`src/rtl/seq_detector_param.sv`:
```
// Serial sequence detector with a runtime-programmable pattern of 1..MAX_LEN bits.
// Supports overlapping and non-overlapping detection, a valid strobe, and a saturating
// match counter. The first expected bit of a pattern is bit [len-1]; the last is bit [0].
module seq_detector_param #(
    parameter int unsigned         MAX_LEN     = 8,
    parameter int unsigned         CNT_W       = 8,
    parameter logic [MAX_LEN-1:0]  DEF_PATTERN = MAX_LEN'('h16),
    parameter int unsigned         DEF_LEN     = 5,
    parameter bit                  DEF_OVERLAP = 1'b1
) (
    input  logic                      clk,
    input  logic                      rst,
    input  logic                      bit_valid,
    input  logic                      seq_bit,
    input  logic                      cfg_load,
    input  logic [MAX_LEN-1:0]        cfg_pattern,
    input  logic [$clog2(MAX_LEN):0]  cfg_len,
    input  logic                      cfg_overlap,
    input  logic                      cnt_clr,
    output logic                      seq_jug,
    output logic [CNT_W-1:0]          match_cnt,
    output logic                      cnt_sat,
    output logic [1:0]                state
);

    localparam int unsigned LEN_W     = $clog2(MAX_LEN) + 1;
    localparam int unsigned RST_LEN_I = (DEF_LEN > MAX_LEN) ? MAX_LEN : DEF_LEN;

    localparam logic [LEN_W-1:0] RST_LEN   = LEN_W'(RST_LEN_I);
    localparam logic [LEN_W-1:0] MAX_LEN_L = LEN_W'(MAX_LEN);
    localparam logic [CNT_W-1:0] CNT_MAX   = '1;
    localparam logic [CNT_W-1:0] CNT_ONE   = CNT_W'(1);

    typedef enum logic [1:0] {
        ST_DIS   = 2'd0,
        ST_FILL  = 2'd1,
        ST_ARMED = 2'd2
    } state_e;

    localparam state_e RST_STATE = (RST_LEN_I == 0) ? ST_DIS : ST_FILL;

    // Configuration registers
    logic [MAX_LEN-1:0] pattern_q, pattern_d;
    logic [LEN_W-1:0]   len_q,     len_d;
    logic               overlap_q, overlap_d;

    // Detection datapath registers
    logic [MAX_LEN-1:0] history_q, history_d;
    logic [LEN_W-1:0]   fill_q,    fill_d;
    state_e             state_q,   state_d;

    // Output registers
    logic               seq_jug_q,   seq_jug_d;
    logic [CNT_W-1:0]   match_cnt_q, match_cnt_d;
    logic               cnt_sat_q,   cnt_sat_d;

    // Helper combinational terms
    logic [MAX_LEN-1:0] len_mask_c;
    logic [MAX_LEN-1:0] window_c;
    logic [LEN_W-1:0]   fill_inc_c;
    logic [LEN_W-1:0]   cfg_len_clamp_c;
    logic               bit_take_c;
    logic               pat_hit_c;
    logic               match_c;

    // Mask selecting the active low-order len bits of pattern and window
    always_comb begin
        len_mask_c = '0;
        for (int i = 0; i < MAX_LEN; i++) begin
            len_mask_c[i] = (LEN_W'(i) < len_q);
        end
    end

    // Match evaluation for the bit being presented this cycle
    always_comb begin
        window_c        = {history_q[MAX_LEN-2:0], seq_bit};
        pat_hit_c       = (((window_c ^ pattern_q) & len_mask_c) == '0);
        fill_inc_c      = (fill_q >= len_q) ? len_q : (fill_q + LEN_W'(1));
        bit_take_c      = bit_valid && (state_q != ST_DIS);
        match_c         = bit_take_c && (fill_inc_c == len_q) && pat_hit_c;
        cfg_len_clamp_c = (cfg_len > MAX_LEN_L) ? MAX_LEN_L : cfg_len;
    end

    // Next-state and next-output logic; cfg_load wins over bit and counter-clear inputs
    always_comb begin
        pattern_d   = pattern_q;
        len_d       = len_q;
        overlap_d   = overlap_q;
        history_d   = history_q;
        fill_d      = fill_q;
        state_d     = state_q;
        seq_jug_d   = 1'b0;
        match_cnt_d = match_cnt_q;

        if (cfg_load) begin
            pattern_d   = cfg_pattern;
            len_d       = cfg_len_clamp_c;
            overlap_d   = cfg_overlap;
            history_d   = '0;
            fill_d      = '0;
            match_cnt_d = '0;
            state_d     = (cfg_len_clamp_c == '0) ? ST_DIS : ST_FILL;
        end else begin
            if (bit_take_c) begin
                history_d = window_c;
                if (match_c && !overlap_q) begin
                    // Non-overlap: a full fresh pattern is needed before the next match
                    fill_d  = '0;
                    state_d = ST_FILL;
                end else begin
                    fill_d  = fill_inc_c;
                    state_d = (fill_inc_c == len_q) ? ST_ARMED : ST_FILL;
                end
            end

            seq_jug_d = match_c;

            if (cnt_clr) begin
                match_cnt_d = match_c ? CNT_ONE : '0;
            end else if (match_c && (match_cnt_q != CNT_MAX)) begin
                match_cnt_d = match_cnt_q + CNT_ONE;
            end
        end

        cnt_sat_d = (match_cnt_d == CNT_MAX);
    end

    // State register with synchronous reset
    always_ff @(posedge clk) begin
        if (rst) begin
            pattern_q   <= DEF_PATTERN;
            len_q       <= RST_LEN;
            overlap_q   <= DEF_OVERLAP;
            history_q   <= '0;
            fill_q      <= '0;
            state_q     <= RST_STATE;
            seq_jug_q   <= 1'b0;
            match_cnt_q <= '0;
            cnt_sat_q   <= 1'b0;
        end else begin
            pattern_q   <= pattern_d;
            len_q       <= len_d;
            overlap_q   <= overlap_d;
            history_q   <= history_d;
            fill_q      <= fill_d;
            state_q     <= state_d;
            seq_jug_q   <= seq_jug_d;
            match_cnt_q <= match_cnt_d;
            cnt_sat_q   <= cnt_sat_d;
        end
    end

    assign seq_jug   = seq_jug_q;
    assign match_cnt = match_cnt_q;
    assign cnt_sat   = cnt_sat_q;
    assign state     = state_q;

    // Structural invariants of the detector
    a_sat_consistent: assert property (@(posedge clk) disable iff (rst)
        cnt_sat_q == (match_cnt_q == CNT_MAX));
    a_fill_bound: assert property (@(posedge clk) disable iff (rst)
        fill_q <= len_q);
    a_state_fill: assert property (@(posedge clk) disable iff (rst)
        (state_q != ST_DIS) |-> ((state_q == ST_ARMED) == (fill_q == len_q)));

endmodule
```
`config.mk`:
```
export PLATFORM = sky130hd
export DESIGN_NAME = seq_detector_param
export DESIGN_NICKNAME = d
export VERILOG_FILES = /design/src/rtl/seq_detector_param.sv
export SDC_FILE = /design/constraint.sdc
export NUM_CORES = 1
export LEC_CHECK = 0
export CORE_UTILIZATION = 57
export DETAILED_ROUTE_END_ITERATION = 12
export PLACE_DENSITY = 0.84
export SKIP_CTS_REPAIR_TIMING = 1
export SYNTH_ARGS = -nofsm -noshare
export SYNTH_HDL_FRONTEND = slang
export SYNTH_SLANG_ARGS = --single-unit
```
`constraint.sdc`:
```
create_clock -name clk -period 4.5 [get_ports clk]
set_clock_uncertainty 0.2 [all_clocks]
set_input_delay 0.9 -clock clk [delete_from_list [all_inputs] [get_ports clk]]
set_output_delay 0.9 -clock clk [all_outputs]
set_load 0.02 [all_outputs]
```
==> results of run 1 <==
==> cell families (layout without fill, tap and decap cells) <==
kind of cell	after synthesis	after routing	synth area share (%)
compound gates	49	49	18.3
xor+xnor	18	18	8.62
fa+ha+maj	6	6	3.78
buf+inv	22	48	4.91
flops	36	36	36.2
mux	9	9	4.59
simple gates	92	92	23.5
==> synth_stat cells, types with 6 or more instances <==
cell,count,area (um2)
sky130_fd_sc_hd__dfxtp_1,36,721
sky130_fd_sc_hd__nand2_1,26,97.6
sky130_fd_sc_hd__nor2_1,22,82.6
sky130_fd_sc_hd__a21oi_1,19,95.1
sky130_fd_sc_hd__xnor2_1,13,114
sky130_fd_sc_hd__nor3_1,10,50.1
sky130_fd_sc_hd__inv_1,9,33.8
sky130_fd_sc_hd__mux2i_1,8,80.1
sky130_fd_sc_hd__clkbuf_1,6,22.5
sky130_fd_sc_hd__ha_1,6,75.1
==> path summary, 6_finish.rpt <==
path | to | slack (ns) | cells after the start
setup / recovery | cnt_sat | 1.27 | 8
hold / removal | history_q[6] | 0.28 | 2
setup reg to reg | state[0] | 1.50 | 8
hold reg to reg | history_q[6] | 0.28 | 2
==> sequential cells by signal, indices dropped and copies added, names as in the netlist <==
register and count:
overlap_q 1, history_q 7, state 2, seq_jug 1, len_q 4, fill_q 4
pattern_q 8, cnt_sat 1, match_cnt 8
==> where the power goes <==
part           internal [mW]  switching [mW]
Clock                 0.0886          0.0985
Combinational         0.0537          0.0558
Sequential             0.329          0.0142
Total                  0.471           0.168
==> metal layers <==
metal / GRT usage (%) / vias up
li1: - / 867
met1: 33.3 / 796
met2: 37.6 / 43
met3: 6.51 / 8
met4: 8.12 / 0
met5: 0 / -
==> through the flow <==
| step | instances | hold slack (ns) | cell area (um2) | utilization [%] | worst slack, ns |
|---|---|---|---|---|---|
| finish | 304 | 0.282 | 2360 | 70.8 | 1.27 |
| CTS | 304 | 0.283 | 2360 | 70.8 | 1.30 |
| floorplan | 232 | 0.249 | 1990 | - | 1.91 |
| global placement | 297 | 0.258 | 2300 | 68.8 | 1.03 |
| detailed placement | 297 | 0.269 | 2300 | 68.8 | 0.957 |
| global route | 304 | 0.305 | 2360 | 70.8 | 1.09 |
==> critical path, delay by kind of cell <==
kind,cells,cell delay [ns]
AOI/OAI and AO/OA,3,0.87
and+or+nand+nor,3,0.61
buffers and inverters,1,0.49
muxes,1,0.37
==> cell type report <==
type / instances / area (um2)
Clock buffer: 7 / 65.1
Fill cell: 295 / 975
Inverter: 9 / 33.8
Multi-Input combinational cell: 174 / 1170
Sequential cell: 36 / 721
Tap cell: 46 / 57.6
Timing Repair Buffer: 32 / 315
==> reports/qor.txt, run 1 <==
WORST SETUP PATH
-------------------------------------------------------------------------------------
Classification of the worst setup path                                   input port to flop
Critical Path Sink Type                                                          flop
Largest stage delay on the critical path                                      0.49 ns
Required @ worst endpoint                                                     4.50 ns
Critical path, cell by cell                                              clkdlybuf4s50_1 > o21a_1 > o221ai_1 > a21oi_1 > nand3_2 > nor3_1 > mux2_2 > nor4b_2
Arrival time of data at the critical path endpoint                            3.23 ns
Cell with the biggest individual delay on the critical path              sky130_fd_sc_hd__clkdlybuf4s50_1
Critical path startpoint category                                          input port
Highest fanout seen on the critical path                                           12
Setup crit start                                                            bit_valid
RR Startpoint                                                                len_q[0]

SYNTHESIS
-------------------------------------------------------------------------------------
Post-synthesis register bit count                                                  36
Share of the yosys chip area belonging to registers                             36.2%
Average footprint of a synthesized cell                                      8.57 um2
Netlist area before placement                                             0.00199 mm2
Post-synth top flop                                                      sky130_fd_sc_hd__dfxtp_1
Share of async-settable or async-resettable flops after synthesis                  0%
Post-Synthesis Cells                                                              232
Number of warning messages in the yosys log                                         0
EDFF count, synth                                                                   0
Syn nets                                                                          257
Count of distinct cell types in the synthesized netlist                            53

CLOCK NETWORK
-------------------------------------------------------------------------------------
Number of H-tree levels                                                             2
CTS buffer count                                                                    5
Clock latency at the later pin of the worst-skew pair                         0.33 ns
Clock sink count                                                                   36
CTS tree                                                                        built
Root cell of the clock tree                                              sky130_fd_sc_hd__clkbuf_4
Number of buffers on the longest clock path                                         2
Clock-pin slew of the registers on the worst-case setup and hold paths        0.09 ns

FINAL LAYOUT
-------------------------------------------------------------------------------------
Number of diodes                                                                    0
Final nets                                                                        283
Commonest cells after routing, fill and taps aside                       sky130_fd_sc_hd__dfxtp_1, sky130_fd_sc_hd__clkdlybuf4s50_1, sky130_fd_sc_hd__nand2_1
Share of final-layout standard cells stronger than drive strength 1             8.14%
Layout area overhead                                                            18.8%
Most common cell after layout, fill and taps aside                       sky130_fd_sc_hd__dfxtp_1

POWER AND IR DROP
-------------------------------------------------------------------------------------
Post-route total power                                                       0.639 mW
Power density over cell area                                               271 mW/mm2
Leakage power of the design                                                  0.880 nW
Largest voltage drop on the vdd net                                            215 uV

OUTCOME
-------------------------------------------------------------------------------------
Status                                                                      completed

DRT
-------------------------------------------------------------------------------------
Average wire per standard cell                                                13.5 um
Total detailed-routing wirelength                                             4100 um
Total via count after detailed routing                                          1,714
Total length of routed met3 wires                                              201 um
Routed Antenna Nets                                                                 0
Met2 wirelength from detailed routing                                         1890 um
Number of vias per cell after detailed routing                                   5.64
DRC violations left                                                                 0
Number of detailed-route iterations in the first pass                               4
Violation count after the first detailed-route iteration                           64
Routed length on met1                                                         1950 um
Highest metal layer with signal wires                                            met4

STA
-------------------------------------------------------------------------------------
Pins Over Slew Limit                                                                0
Slew at the pin closest to its max-slew limit                                0.618 ns
Final setup TNS                                                                  0 ns
Worst slew margin relative to its limit                                         58.7%
Final hold violation count                                                          0
Tmin final                                                                    3.23 ns
Number of failing setup endpoints in the final timing report                        0
RSZ-0062 raised after global routing                                            false
Tcrit/Tclk final                                                                71.7%
Max frequency                                                                 310 MHz

DIE
-------------------------------------------------------------------------------------
Core outline area                                                         0.00334 mm2
Die Ht                                                                        61.1 um
Boundary Pins                                                                      31
Die extent in x                                                               61.1 um
Row count                                                                          21
Initial standard-cell utilization of the core                                   59.6%
Full die area                                                             0.00373 mm2

GLOBAL ROUTING
-------------------------------------------------------------------------------------
Via count of the first global-routing pass                                      1,527
Antenna violations before repair                                                    0
Maximum number of pins on one net before global-route repair                       18
GR Overflow Total                                                                   0
GR Util All Layers                                                              24.4%
Global-route wire length before repair                                        6780 um

PLACEMENT
-------------------------------------------------------------------------------------
Half-perimeter wire length after placement                                    3130 um
Final weighted congestion in routability-driven placement                       0.867
Port bufs                                                                          30

WORST HOLD PATH
-------------------------------------------------------------------------------------
Hold_sp                                                                  history_q[6]
Worst min-delay path category                                            flop to flop

RUN
-------------------------------------------------------------------------------------
Count of max-cap constraint violations                                              0

Note: power is estimated with default switching activity, not from simulation.
==> run 2, diff against run 1 <==
- CORE_UTILIZATION: 57 -> 48
- PLACE_DENSITY: 0.84 -> 0.75
- clock period: 4.5 -> 2.7 ns (I/O delays scaled with it)
==> run 2 against run 1 <==
Hold slack lost 0.010 ns. Die area is 18% higher. Sequential cell count is the same. Global-route usage is 1.6 points lower. Via count increased by 2.6%. First-iteration DRC count up 30%. Register-to-register slack got worse by 1.3 ns. Final cell count rose by 6.9%. Total power is 81% higher. Clock-buffer cell count decreased by 1. Largest power group unchanged.
==> reports/qor.txt, run 2 (synthesized netlist as in run 1, its figures left out) <==
WORST HOLD PATH
-------------------------------------------------------------------------------------
Worst min-delay path endpoint                                            history_q[6]   unchanged
Worst min-delay path category                                            flop to flop   unchanged
Hold path cells                                                                     2   unchanged
Hold_sp                                                                  history_q[6]   unchanged

CLOCK NETWORK
-------------------------------------------------------------------------------------
Clock-pin slew of the registers on the worst-case setup and hold paths        0.07 ns   was 0.09 ns
Number of H-tree levels                                                             2   unchanged
Clock latency at the later pin of the worst-skew pair                         0.29 ns   was 0.33 ns
CTS tree                                                                        built   unchanged
CTS buffer count                                                                    5   unchanged
Clock sink count                                                                   36   unchanged
Root cell of the clock tree                                              sky130_fd_sc_hd__clkbuf_8   was sky130_fd_sc_hd__clkbuf_4
Number of buffers on the longest clock path                                         2   unchanged

FINAL LAYOUT
-------------------------------------------------------------------------------------
Area occupied by multi-input gates                                        0.00118 mm2   was 0.00117 mm2
Filler Cell Count                                                                 351   was 295
Number of diodes                                                                    0   unchanged
Most common cell after layout, fill and taps aside                       sky130_fd_sc_hd__dfxtp_1   unchanged
Final nets                                                                        299   was 283
Core utilization of the finished layout                                         63.2%   was 70.8%
Share of final-layout standard cells stronger than drive strength 1             14.5%   was 8.14%
Register Area                                                                 722 um2   was 721 um2
Commonest cells after routing, fill and taps aside                       sky130_fd_sc_hd__dfxtp_1, sky130_fd_sc_hd__clkdlybuf4s50_1, sky130_fd_sc_hd__nand2_1   unchanged
Layout area overhead                                                            27.1%   was 18.8%

DIE
-------------------------------------------------------------------------------------
Row count                                                                          23   was 21
Die Ht                                                                        66.4 um   was 61.1 um
Die extent in x                                                               66.4 um   was 61.1 um
Boundary Pins                                                                      31   unchanged
Core outline area                                                         0.00400 mm2   was 0.00334 mm2
Full die area                                                             0.00440 mm2   was 0.00373 mm2
Initial standard-cell utilization of the core                                   49.7%   was 59.6%

PLACEMENT
-------------------------------------------------------------------------------------
Final weighted congestion in routability-driven placement                       0.846   was 0.867
Half-perimeter wire length after placement                                    3270 um   was 3130 um
Port bufs                                                                          30   unchanged

GLOBAL ROUTING
-------------------------------------------------------------------------------------
Antenna violations before repair                                                    0   unchanged
GR Overflow Total                                                                   0   unchanged
Global-route wire length before repair                                        7490 um   was 6780 um
GR Util All Layers                                                              22.8%   was 24.4%
Via count of the first global-routing pass                                      1,601   was 1,527
Maximum number of pins on one net before global-route repair                       16   was 18

RUN
-------------------------------------------------------------------------------------
Count of max-cap constraint violations                                              0   unchanged

STA
-------------------------------------------------------------------------------------
Final hold violation count                                                          0   unchanged
Final-layout worst hold slack                                                0.272 ns   was 0.282 ns
Number of failing setup endpoints in the final timing report                        0   unchanged
Slew at the pin closest to its max-slew limit                                0.347 ns   was 0.618 ns
Worst slew margin relative to its limit                                         76.7%   was 58.7%
Pins Over Slew Limit                                                                0   unchanged
Max frequency                                                                 399 MHz
RSZ-0062 raised after global routing                                            false   unchanged
Tmin final                                                                    2.51 ns
Tcrit/Tclk final                                                                92.8%

DRT
-------------------------------------------------------------------------------------
Number of detailed-route iterations in the first pass                               4   unchanged
Violation count after the first detailed-route iteration                           83   was 64
Routed Antenna Nets                                                                 0   unchanged
Total via count after detailed routing                                          1,758   was 1,714
Average wire per standard cell                                                13.3 um   was 13.5 um
DRC violations left                                                                 0   unchanged
Total detailed-routing wirelength                                             4320 um   was 4100 um
Number of vias per cell after detailed routing                                   5.41   was 5.64

OUTCOME
-------------------------------------------------------------------------------------
Status                                                                      completed   unchanged

POWER AND IR DROP
-------------------------------------------------------------------------------------
Power density over cell area                                               458 mW/mm2   was 271 mW/mm2
Post-route total power                                                        1.16 mW   was 0.639 mW
Leakage power of the design                                                  0.962 nW   was 0.880 nW
Largest voltage drop on the vdd net                                            323 uV   was 215 uV

WORST SETUP PATH
-------------------------------------------------------------------------------------
Classification of the worst setup path                                   flop to flop   was input port to flop
Setup slack on the worst flop-to-flop path                                    0.19 ns   was 1.50 ns
Required @ worst endpoint                                                     2.68 ns   was 4.50 ns
Setup crit start                                                            fill_q[0]   was bit_valid
R2R Path End                                                                 state[0]   unchanged
Critical Path Sink Type                                                          flop   unchanged
Arrival time of data at the critical path endpoint                            2.49 ns   was 3.23 ns
Highest fanout seen on the critical path                                            5   was 12
Critical path startpoint category                                                flop   was input port
RR Startpoint                                                               fill_q[0]   was len_q[0]
Worst Reg2Reg Path Length in Cells                                                  9   was 8

-- run 2: power by group --
| part | internal [mW] | switching [mW] |
|---|---|---|
| clock | 0.183 | 0.200 |
| combinational | 0.107 | 0.103 |
| sequential | 0.548 | 0.0169 |
| total | 0.838 | 0.319 |
-- run 2: how the worst max path moves through the flow --
stage	cells past startpoint	slack, ns	to
6_report	9	0.19	state[0]
5_1_grt	9	0.03	match_cnt[7]
3_3_place_gp	9	-0.03	cnt_sat
2_1_floorplan	9	0.30	state[0]
3_5_place_dp	9	-0.09	cnt_sat
4_1_cts	9	0.11	state[0]
-- run 2: per-stage QoR --
stage / cell area [um2] / setup slack [ns] / cells / setup TNS, ns
after detailed placement: 2420 / -0.0897 / 317 / -0.186
after global routing: 2530 / 0.0317 / 325 / 0
after CTS: 2510 / 0.114 / 325 / 0
final: 2530 / 0.193 / 325 / 0
after floorplan: 1990 / 0.297 / 232 / 0
after global placement: 2420 / -0.0342 / 317 / -0.0438
-- run 2: final cells by class --
type                            instances  share of cell area [%]
Clock inverter                          2                   0.644
Inverter                                9                    1.34
Multi-Input combinational cell        174                    46.9
Clock buffer                            6                    2.87
Tap cell                               50                    2.48
Timing Repair Buffer                   48                    17.2
Sequential cell                        36                    28.6
-- run 2: critical path, cell delays in order (launching register included) --
cell and delay, ns:
sky130_fd_sc_hd__dfxtp_2 0.37, sky130_fd_sc_hd__inv_1 0.08, sky130_fd_sc_hd__ha_1 0.26, sky130_fd_sc_hd__nand2b_1 0.14, sky130_fd_sc_hd__a21o_1 0.17, sky130_fd_sc_hd__a21o_1 0.21
sky130_fd_sc_hd__a21boi_2 0.21, sky130_fd_sc_hd__nor3_2 0.10, sky130_fd_sc_hd__or3_1 0.34, sky130_fd_sc_hd__a221o_1 0.32
-- run 2: routing by layer --
metal | GRT usage (%) | share of wire [%] | vias to the layer above
li1 | - | - | 901
met1 | 30.5 | 48 | 801
met2 | 35.1 | 45 | 47
met3 | 5.52 | 4.9 | 9
met4 | 8.78 | 1.8 | 0
met5 | 0 | 0 | -
==> run 3, diff against run 2 <==
--- a/config.mk
+++ b/config.mk
@@ -9,2 +9,3 @@
 export DETAILED_ROUTE_END_ITERATION = 12
+export HOLD_SLACK_MARGIN = 0.05
 export PLACE_DENSITY = 0.75
==> constraint.sdc (replaced) <==
create_clock -name clk -period 2 [get_ports clk]
set_clock_uncertainty 0.2 [all_clocks]
set_input_delay 0.5 -clock clk [delete_from_list [all_inputs] [get_ports clk]]
set_output_delay 0.5 -clock clk [all_outputs]
set_load 0.02 [all_outputs]
==> run 3 against run 2 <==
The run now ends with setup timing left. Fmax fell by 0.39%. Setup slack got worse by 0.71 ns. Sequential power up 36%. Non-clock buffer count rose by 52. Critical path type unchanged.
==> reports/qor.txt, run 3 (synthesized netlist as in run 1, its figures left out) <==
FINAL LAYOUT
-------------------------------------------------------------------------------------
Commonest cells after routing, fill and taps aside                       sky130_fd_sc_hd__buf_4, sky130_fd_sc_hd__dfxtp_1, sky130_fd_sc_hd__nand2_1   was sky130_fd_sc_hd__dfxtp_1, sky130_fd_sc_hd__clkdlybuf4s50_1, sky130_fd_sc_hd__nand2_1
Share of final-layout standard cells stronger than drive strength 1             39.0%   was 14.5%
Filler Cell Count                                                                 239   was 351
Number of diodes                                                                    0   unchanged
Most common cell after layout, fill and taps aside                       sky130_fd_sc_hd__buf_4   was sky130_fd_sc_hd__dfxtp_1
Layout area overhead                                                            61.2%   was 27.1%
Count of non-filler cells in the finished layout                                  376   was 325
Final nets                                                                        351   was 299

POWER AND IR DROP
-------------------------------------------------------------------------------------
Largest voltage drop on the vdd net                                            468 uV   was 323 uV
Relative contribution of combinational cells to total power                     24.8%   was 18.1%
Power density over cell area                                               558 mW/mm2   was 458 mW/mm2
Relative contribution of sequential cells to total power                        42.9%   was 48.8%
Leakage power of the design                                                   1.49 nW   was 0.962 nW
Net switching fraction of the power                                             28.4%   was 27.6%
Switching power                                                              0.507 mW   was 0.319 mW
Clock network power share                                                       32.3%   was 33.1%
Post-route total power                                                        1.79 mW   was 1.16 mW
Total internal power                                                          1.28 mW   was 0.838 mW

GLOBAL ROUTING
-------------------------------------------------------------------------------------
Via count of the first global-routing pass                                      1,958   was 1,601
Global-route wire length before repair                                        8880 um   was 7490 um
Maximum number of pins on one net before global-route repair                       16   unchanged
Antenna violations before repair                                                    0   unchanged
GR Overflow Total                                                                   0   unchanged
GR Util All Layers                                                              26.8%   was 22.8%

DRT
-------------------------------------------------------------------------------------
Total detailed-routing wirelength                                             6400 um   was 4320 um
Number of detailed-route iterations in the first pass                               4   unchanged
Routed Antenna Nets                                                                 0   unchanged
Violation count after the first detailed-route iteration                          123   was 83
DRC violations left                                                                 0   unchanged
Total via count after detailed routing                                          2,107   was 1,758
Average wire per standard cell                                                17.0 um   was 13.3 um
Number of vias per cell after detailed routing                                   5.60   was 5.41

WORST HOLD PATH
-------------------------------------------------------------------------------------
Hold_sp                                                                  history_q[6]   unchanged
Worst min-delay path category                                            flop to flop   unchanged

CLOCK NETWORK
-------------------------------------------------------------------------------------
CTS buffer count                                                                    5   unchanged
CTS tree                                                                        built   unchanged
Clock sink count                                                                   36   unchanged
Clock latency at the later pin of the worst-skew pair                         0.30 ns   was 0.29 ns
Root cell of the clock tree                                              sky130_fd_sc_hd__clkbuf_8   unchanged
Number of H-tree levels                                                             2   unchanged
Clock-pin slew of the registers on the worst-case setup and hold paths        0.07 ns   about the same
Number of buffers on the longest clock path                                         2   unchanged

OUTCOME
-------------------------------------------------------------------------------------
Status                                                                   finished, violations left   was completed
Violations in the final reports                                          setup timing

STA
-------------------------------------------------------------------------------------
Final worst-path setup slack                                                -0.517 ns   was 0.193 ns
Max frequency                                                                 397 MHz   was 399 MHz
Slew at the pin closest to its max-slew limit                                0.433 ns   was 0.347 ns
Tcrit/Tclk final                                                                 126%   was 92.8%
Final hold violation count                                                          0   unchanged
Pins Over Slew Limit                                                                0   unchanged
Number of failing setup endpoints in the final timing report                       16   was 0
Final-layout worst hold slack                                                0.317 ns   was 0.272 ns
Worst slew margin relative to its limit                                         70.9%   was 76.7%
Tmin final                                                                    2.52 ns   was 2.51 ns
RSZ-0062 raised after global routing                                             true   was false

PLACEMENT
-------------------------------------------------------------------------------------
Half-perimeter wire length after placement                                    4050 um   was 3270 um
Port bufs                                                                          30   unchanged
Placed Cells                                                                      363   was 317
Final weighted congestion in routability-driven placement                       0.893   was 0.846

WORST SETUP PATH
-------------------------------------------------------------------------------------
Setup crit start                                                            fill_q[0]   unchanged
Classification of the worst setup path                                   flop to flop   unchanged
Critical Path Sink Type                                                          flop   unchanged
Critical path startpoint category                                                flop   unchanged
Required @ worst endpoint                                                     1.99 ns   was 2.68 ns
Arrival time of data at the critical path endpoint                            2.50 ns   was 2.49 ns
RR Startpoint                                                               fill_q[0]   unchanged
Highest fanout seen on the critical path                                            6   was 5

DIE
-------------------------------------------------------------------------------------
Core outline area                                                         0.00400 mm2   unchanged
Full die area                                                             0.00440 mm2   unchanged
Boundary Pins                                                                      31   unchanged
Die extent in x                                                               66.4 um   unchanged
Die Ht                                                                        66.4 um   unchanged
Row count                                                                          23   unchanged
Initial standard-cell utilization of the core                                   49.7%   unchanged

RUN
-------------------------------------------------------------------------------------
Count of max-cap constraint violations                                              0   unchanged

[run 3: cell types whose count changed in the layout (fill, tap and decap cells not counted), sizes merged]
cell,change
buf,+52
clkbuf,+1
clkdlybuf4s50,-11
clkinv,-1
clkinvlp,-1
dlymetal6s2s,+11
[run 3: layout make-up]
class	count	area, um2	share of cell area (%)
clock buffer	7	96.3	3.01
timing repair buffer	100	877	27.4
inverter	9	36.3	1.13
tap	50	62.6	1.95
sequential	36	742	23.2
multi-input combinational	174	1390	43.4
[run 3: metal layers]
metal / share of wire (%) / GRT usage (%)
met5: 0 / 0
met4: 3.4 / 9.31
met3: 5.5 / 4.66
met2: 50 / 46.3
met1: 41 / 33.0
[run 3: worst paths after layout]
kind                   to  slack [ns]  depth (start not counted)
min          history_q[6]        0.32                          2
max reg2reg      state[0]       -0.52                          9
max              state[0]       -0.52                          9
min reg2reg  history_q[6]        0.32                          2
[run 3: metrics by stage]
step	area [um2]	util (%)	TNS, ns	setup slack, ns
final	3200	80.1	-5.76	-0.517
after global routing	3200	80.1	-6.91	-0.554
after CTS	2910	72.7	-6.78	-0.604
after detailed placement	2810	70.3	-9.93	-0.775
after global placement	2810	70.3	-9.00	-0.713
after floorplan	2020	-	-2.15	-0.323
[run 3: worst max-delay path, cell delays in order (launching register included)]
cell and delay (ns):
sky130_fd_sc_hd__dfxtp_4 0.39, sky130_fd_sc_hd__inv_4 0.04, sky130_fd_sc_hd__ha_4 0.20, sky130_fd_sc_hd__nand2b_4 0.13
sky130_fd_sc_hd__a21o_1 0.17, sky130_fd_sc_hd__a21o_1 0.23, sky130_fd_sc_hd__a21boi_4 0.24, sky130_fd_sc_hd__nor3_4 0.08
sky130_fd_sc_hd__or3_4 0.40, sky130_fd_sc_hd__a221o_1 0.30
[run 3: power by group through the flow]
stage | sequential, mW | clock (mW) | combinational (mW)
floorplan | 0.773 | 0 | 0.187
global placement | 0.779 | 0 | 0.345
detailed placement | 0.780 | 0 | 0.355
CTS | 0.764 | 0.578 | 0.360
global route | 0.769 | 0.608 | 0.469
finish | 0.767 | 0.576 | 0.444
